<file path="src/rtl/cr16_alu_seq.sv">
// Registered CR16 ALU with a stored carry flag and an iterative shift-add multiplier.
// Single-cycle ops complete on the accepting edge; MUL holds O_READY low for WIDTH edges.
module cr16_alu_seq #(
    parameter int WIDTH = 16
) (
    input  logic             I_CLK,
    input  logic             I_NRESET,
    input  logic             I_ENABLE,
    input  logic             I_VALID,
    input  logic [3:0]       I_OPCODE,
    input  logic [WIDTH-1:0] I_A,
    input  logic [WIDTH-1:0] I_B,
    output logic             O_READY,
    output logic             O_VALID,
    output logic [WIDTH-1:0] O_C,
    output logic [WIDTH-1:0] O_C_HI,
    output logic [4:0]       O_STATUS
);

    localparam int SHAMT_W = $clog2(WIDTH);
    localparam logic [WIDTH-1:0] WIDTH_V = WIDTH'(WIDTH);

    localparam logic [3:0] OP_ADD   = 4'd0;
    localparam logic [3:0] OP_ADDU  = 4'd1;
    localparam logic [3:0] OP_ADDC  = 4'd2;
    localparam logic [3:0] OP_ADDCU = 4'd3;
    localparam logic [3:0] OP_SUB   = 4'd4;
    localparam logic [3:0] OP_SUBU  = 4'd5;
    localparam logic [3:0] OP_AND   = 4'd6;
    localparam logic [3:0] OP_OR    = 4'd7;
    localparam logic [3:0] OP_XOR   = 4'd8;
    localparam logic [3:0] OP_NOT   = 4'd9;
    localparam logic [3:0] OP_LSH   = 4'd10;
    localparam logic [3:0] OP_RSH   = 4'd11;
    localparam logic [3:0] OP_ALSH  = 4'd12;
    localparam logic [3:0] OP_ARSH  = 4'd13;
    localparam logic [3:0] OP_MUL   = 4'd14;
    localparam logic [3:0] OP_CMP   = 4'd15;

    typedef enum logic {
        ST_IDLE = 1'b0,
        ST_BUSY = 1'b1
    } state_t;

    state_t               state_q, state_d;
    logic [SHAMT_W-1:0]   cnt_q, cnt_d;
    logic [2*WIDTH-1:0]   mcand_q, mcand_d;
    logic [WIDTH-1:0]     mplier_q, mplier_d;
    logic [2*WIDTH-1:0]   acc_q, acc_d;
    logic [WIDTH-1:0]     c_q, c_d;
    logic [WIDTH-1:0]     c_hi_q, c_hi_d;
    logic [4:0]           status_q, status_d;
    logic                 valid_q, valid_d;
    logic                 cflag_q, cflag_d;

    logic                 cin;
    logic [WIDTH:0]       add_sum;
    logic [WIDTH:0]       sub_diff;
    logic                 shift_big;
    logic [SHAMT_W-1:0]   shamt;
    logic [2*WIDTH-1:0]   prod_next;

    logic [WIDTH-1:0]     alu_c;
    logic                 alu_n, alu_z, alu_f, alu_l, alu_cy, alu_cflag_we;

    assign cin       = ((I_OPCODE == OP_ADDC) || (I_OPCODE == OP_ADDCU)) ? cflag_q : 1'b0;
    assign add_sum   = {1'b0, I_A} + {1'b0, I_B} + {{WIDTH{1'b0}}, cin};
    // B - A; the extra top bit is the unsigned borrow, i.e. B < A.
    assign sub_diff  = {1'b0, I_B} - {1'b0, I_A};
    assign shift_big = (I_B >= WIDTH_V);
    assign shamt     = I_B[SHAMT_W-1:0];
    assign prod_next = acc_q + (mplier_q[0] ? mcand_q : {(2*WIDTH){1'b0}});

    always_comb begin
        alu_c        = c_q;
        alu_n        = 1'b0;
        alu_f        = 1'b0;
        alu_l        = 1'b0;
        alu_cy       = 1'b0;
        alu_cflag_we = 1'b0;
        case (I_OPCODE)
            OP_ADD, OP_ADDC: begin
                alu_c = add_sum[WIDTH-1:0];
                alu_n = add_sum[WIDTH-1];
                alu_f = (I_A[WIDTH-1] == I_B[WIDTH-1]) && (add_sum[WIDTH-1] != I_A[WIDTH-1]);
            end
            OP_ADDU, OP_ADDCU: begin
                alu_c        = add_sum[WIDTH-1:0];
                alu_cy       = add_sum[WIDTH];
                alu_cflag_we = 1'b1;
            end
            OP_SUB: begin
                alu_c = sub_diff[WIDTH-1:0];
                alu_n = sub_diff[WIDTH-1];
                alu_f = (I_A[WIDTH-1] != I_B[WIDTH-1]) && (sub_diff[WIDTH-1] != I_B[WIDTH-1]);
            end
            OP_SUBU: begin
                alu_c        = sub_diff[WIDTH-1:0];
                alu_cy       = sub_diff[WIDTH];
                alu_l        = sub_diff[WIDTH];
                alu_cflag_we = 1'b1;
            end
            OP_AND:  alu_c = I_A & I_B;
            OP_OR:   alu_c = I_A | I_B;
            OP_XOR:  alu_c = I_A ^ I_B;
            OP_NOT:  alu_c = ~I_A;
            OP_LSH, OP_ALSH: alu_c = shift_big ? {WIDTH{1'b0}} : (I_A << shamt);
            OP_RSH:  alu_c = shift_big ? {WIDTH{1'b0}} : (I_A >> shamt);
            OP_ARSH: alu_c = shift_big ? {WIDTH{I_A[WIDTH-1]}} : ($signed(I_A) >>> shamt);
            OP_CMP: begin
                alu_l = sub_diff[WIDTH];
                alu_n = ($signed(I_B) < $signed(I_A));
            end
            default: ;
        endcase
        alu_z = (I_OPCODE == OP_CMP) ? (I_A == I_B) : (alu_c == {WIDTH{1'b0}});
    end

    always_comb begin
        state_d  = state_q;
        cnt_d    = cnt_q;
        mcand_d  = mcand_q;
        mplier_d = mplier_q;
        acc_d    = acc_q;
        c_d      = c_q;
        c_hi_d   = c_hi_q;
        status_d = status_q;
        valid_d  = 1'b0;
        cflag_d  = cflag_q;
        case (state_q)
            ST_IDLE: begin
                if (I_VALID) begin
                    if (I_OPCODE == OP_MUL) begin
                        state_d  = ST_BUSY;
                        cnt_d    = SHAMT_W'(WIDTH - 1);
                        mcand_d  = {{WIDTH{1'b0}}, I_A};
                        mplier_d = I_B;
                        acc_d    = {(2*WIDTH){1'b0}};
                    end else begin
                        c_d      = alu_c;
                        c_hi_d   = {WIDTH{1'b0}};
                        status_d = {alu_n, alu_z, alu_f, alu_l, alu_cy};
                        valid_d  = 1'b1;
                        if (alu_cflag_we) begin
                            cflag_d = alu_cy;
                        end
                    end
                end
            end
            ST_BUSY: begin
                // One partial product per cycle: multiplicand walks left, multiplier right.
                acc_d    = prod_next;
                mcand_d  = mcand_q << 1;
                mplier_d = mplier_q >> 1;
                cnt_d    = cnt_q - 1'b1;
                if (cnt_q == {SHAMT_W{1'b0}}) begin
                    state_d  = ST_IDLE;
                    c_d      = prod_next[WIDTH-1:0];
                    c_hi_d   = prod_next[2*WIDTH-1:WIDTH];
                    status_d = {1'b0, (prod_next == {(2*WIDTH){1'b0}}), 1'b0, 1'b0,
                                (prod_next[2*WIDTH-1:WIDTH] != {WIDTH{1'b0}})};
                    valid_d  = 1'b1;
                end
            end
            default: state_d = ST_IDLE;
        endcase
    end

    always_ff @(posedge I_CLK or negedge I_NRESET) begin
        if (!I_NRESET) begin
            state_q <= ST_IDLE;
        end else if (I_ENABLE) begin
            state_q <= state_d;
        end
    end

    always_ff @(posedge I_CLK or negedge I_NRESET) begin
        if (!I_NRESET) begin
            cnt_q    <= {SHAMT_W{1'b0}};
            mcand_q  <= {(2*WIDTH){1'b0}};
            mplier_q <= {WIDTH{1'b0}};
            acc_q    <= {(2*WIDTH){1'b0}};
            c_q      <= {WIDTH{1'b0}};
            c_hi_q   <= {WIDTH{1'b0}};
            status_q <= 5'd0;
            valid_q  <= 1'b0;
            cflag_q  <= 1'b0;
        end else if (I_ENABLE) begin
            cnt_q    <= cnt_d;
            mcand_q  <= mcand_d;
            mplier_q <= mplier_d;
            acc_q    <= acc_d;
            c_q      <= c_d;
            c_hi_q   <= c_hi_d;
            status_q <= status_d;
            valid_q  <= valid_d;
            cflag_q  <= cflag_d;
        end
    end

    assign O_READY  = (state_q == ST_IDLE);
    assign O_VALID  = valid_q;
    assign O_C      = c_q;
    assign O_C_HI   = c_hi_q;
    assign O_STATUS = status_q;

endmodule

</file>
<file path="config.mk">
export PLATFORM = sky130hd
export DESIGN_NAME = cr16_alu_seq
export DESIGN_NICKNAME = d
export VERILOG_FILES = /design/src/rtl/cr16_alu_seq.sv
export SDC_FILE = /design/constraint.sdc
export NUM_CORES = 1
export LEC_CHECK = 0
export ABC_AREA = 1
export BUFFER_PORTS_ARGS = -buffer_cell sky130_fd_sc_hd__clkbuf_2
export CAP_MARGIN = 20
export CORE_ASPECT_RATIO = 0.9
export CORE_UTILIZATION = 40
export DETAILED_ROUTE_END_ITERATION = 16
export RECOVER_POWER = 25
export SYNTH_ARGS = -nofsm -noshare
export SYNTH_HDL_FRONTEND = slang
export SYNTH_SLANG_ARGS = --single-unit
</file>
<file path="constraint.sdc">
create_clock -name I_CLK -period 4.5 [get_ports I_CLK]
set_input_delay 0.225 -clock I_CLK [delete_from_list [all_inputs] [get_ports I_CLK]]
set_output_delay 0.225 -clock I_CLK [all_outputs]
set_load 0.01 [all_outputs]
</file>
==> metrics.csv <==
metric;value;unit
io pins;79;
hold_buf cts;1;
Peak Freq;269;MHz
worst slew pin tran;2.19;ns
Post-Syn Area per Cell;6.13;um2
wire length per cell;20.8;um
Die Span Y;166;um
YS warnings;0;
post-route ant nets;0;
largest net degree at the start of global routing;85;
Critical Path, Cell by Cell;nand2_1 -> inv_1 -> ha_1 -> fa_1 -> nand3_1 -> nand2_1 -> nand3_1 -> nand2_1 -> nand2_1 -> nand2_1 -> nand2_1 -> nand2_1 -> xor2_1 -> nand2_1 -> nor2_1 -> nand2_1 -> nor2_1 -> o21ai_0;
antenna violations before repair;0;
DR vias;13500;
kind of start point of the critical path;register;
Net count, final;2128;
Seq/Total Area, Yosys;25.9;%
fillers;3168;
Remaining DRCs;0;
DP Area;12700;um2
Crit. Startpoint;mplier_q[0];
RD Place Congestion;1.03;
total wire length;50.1;mm
run status;finished with violations;
FF-to-FF Start;mplier_q[0];
critical path data arrival time;4.01;ns
hold path depth;2;
crit-path most repeated cell;nand2_1;
clock skew;0.00892;ns
final hold violations;0;
placed cell count;2380;
Synth top area share;25.9;%
cell taking the most area after synthesis;dfrtp_1;
Rows;59;
Clock Sinks;124;
post-CTS setup buffers;0;
CP max-delay cell;dfrtp_1;
H-tree depth;4;
CTS tree;yes;
Tcrit/Tclk final;82.7;%
vias in the first global route;12300;
WS Path Type;register to register;
post-CTS resize count;0;
CP Max Fanout;23;
full die area;30700;um2
Syn Nets;2077;
Post-synth EDFFs;0;
Max-slew headroom;-46.0;%
Clock transition at path regs;0.06;ns
synthesized instance count;1953;
RSZ-0062 raised after global routing;no;
PwrDens;495;nW/um2
drt pass-1 iters;9;
Worst R2R Setup Slack;0.78;ns
leakage;0.00713;uW
Synth Flop Type;dfrtp_1;
hold path startpoint;I_ENABLE;
vias per inst;5.59;
Initial Utilization;41.1;%
Synth Register Bits;124;
Slowest Stage Delay on Critical Path;0.88;ns
Post-Syn Area;12000;um2
Endpoint, Worst Hold;state_q;
setup violation total in the final timing report;0;
Reg area;3100;um2
Layout Cells excl Fill;2412;
largest cells by area after synthesis;dfrtp_1 (26%), nand2_1 (19%), nand3_1 (8.7%);
Die X-Extent;184;um
Multi-input gate area;7540;um2
final max-slew violation count;85;
Buffers on Ports;78;
fin crit period;3.72;ns
Clock Latency Late Sink;0.43;ns
CP required;4.79;ns
ys async rst share;100;%
worst r2r dst;O_STATUS[0];
failing checks;max-capacitance violations, max-slew violations;
Detailed Place HPWL;39.5;mm
Critical Path End Type;register;
Max-Cap Viols;1;
CORE AREA;29200;um2
gr ovfl total;0;
fin area;13300;um2
global-route wire length before repair;75.4;mm
DR iter-0 viols;1539;
clk root buf;clkbuf_16;
worst min path class;input port to register;
P&R area growth vs syn;10.9;%
CTS Buffer Depth;2;
GRT Total Usage;33.1;%
R2R depth;18;
Sum Neg Setup Slack;0;ns
proportion of layout cells with a drive suffix above 1;8.04;%
post-synth cell types;46;
diodes inserted;0;
CTS buffer count;17;
Max VDD drop;0.333;mV
-- flip-flops by register name, indices dropped and copies added (netlist names) --
signal,cells
cflag_q,1
mcand_q,32
acc_q,32
cnt_q,4
O_C_HI,16
state_q,1
mplier_q,16
O_STATUS,5
O_C,16
O_VALID,1
-- cell families after synthesis --
group,share of synthesized area (%)
buf+inv,11.2
fa+ha+maj,9.02
compound gates,15.1
flops,25.9
simple gates,37.1
xor+xnor,1.68
-- how the worst max path moves through the flow --
stage                   to
2_1_floorplan  O_STATUS[3]
3_3_place_gp   O_STATUS[3]
3_5_place_dp   O_STATUS[3]
4_1_cts        O_STATUS[0]
5_1_grt        O_STATUS[0]
6_report       O_STATUS[0]
-- where the power goes --
part	switching, uW	internal (uW)	leakage [uW]
sequential	357	1540	0.00153
clock	544	784	0.000265
combinational	2270	1090	0.00533
total	3170	3410	0.00713
-- cell usage in the layout (no fill, tap or decap), types with 4 or more instances in the layout --
master / instances
nand4_1: 26
clkbuf_2: 78
fa_1: 4
dfrtp_1: 123
nor2_1: 156
o211ai_1: 19
nand2_1: 612
or2_2: 13
clkbuf_16: 17
a31oi_1: 17
nor4_1: 4
o21ai_0: 118
buf_4: 21
o21bai_1: 10
inv_1: 267
o22ai_1: 35
a22oi_1: 4
nand2_2: 5
a21o_1: 7
xor2_1: 12
nand3_1: 208
nand3b_1: 5
xnor2_1: 11
nor3_1: 21
and2_1: 4
a21oi_1: 83
inv_2: 7
o21ai_1: 4
nor2_2: 4
ha_1: 80
-- cell type report --
type	count	area share, %
clock inverters	10	0.706
clock buffers	21	3.47
repair buffers	100	4.20
multi-input cells	1485	56.7
well taps	396	3.73
inverters	276	7.80
flip-flops and latches	124	23.4
-- critical path: cells and delay by family (launching register included) --
kind	cells	cell delay (ns)
AOI/OAI and AO/OA	1	0.13
xor gates and xnor gates	1	0.23
adders and majority gates	2	0.41
buffers and inverters	1	0.09
DFF	1	0.88
and+or+nand+nor	13	1.82
-- per-layer routing --
metal | routed length (um) | share of wire (%) | global-route usage [%]
met5 | 0 | 0 | 0
met2 | 19500 | 39 | 44.4
met1 | 24500 | 49 | 51.2
met3 | 5200 | 10 | 8.75
met4 | 913 | 1.8 | 7.68
-- through the flow --
step	setup WS, ns	total power (uW)	hold slack (ns)	utilization (%)
3_5_place_dp	0.792	5180	0.352	43.7
4_1_cts	0.877	6530	0.0792	45.6
6_report	0.780	6580	0.0927	45.6
2_1_floorplan	1.69	4080	-0.0706	-
3_3_place_gp	0.789	5170	0.338	43.7
5_1_grt	0.489	7110	0.0937	45.6
-- synth_stat cells, types with 5 or more instances --
library cell / count
buf_2: 18
clkbuf_1: 38
nand3_1: 208
nor3_1: 21
buf_1: 5
o22ai_1: 35
ha_1: 80
xor2_1: 12
o21bai_1: 10
dfrtp_1: 124
inv_1: 267
xnor2_1: 11
nand4_1: 26
a21o_1: 7
o21ai_0: 118
nand2_1: 612
or2_2: 13
a31oi_1: 17
nand2_2: 5
inv_2: 6
o211ai_1: 19
a21oi_1: 83
nand3b_1: 5
nor2_1: 156
Note: power is estimated with default switching activity, not from simulation.
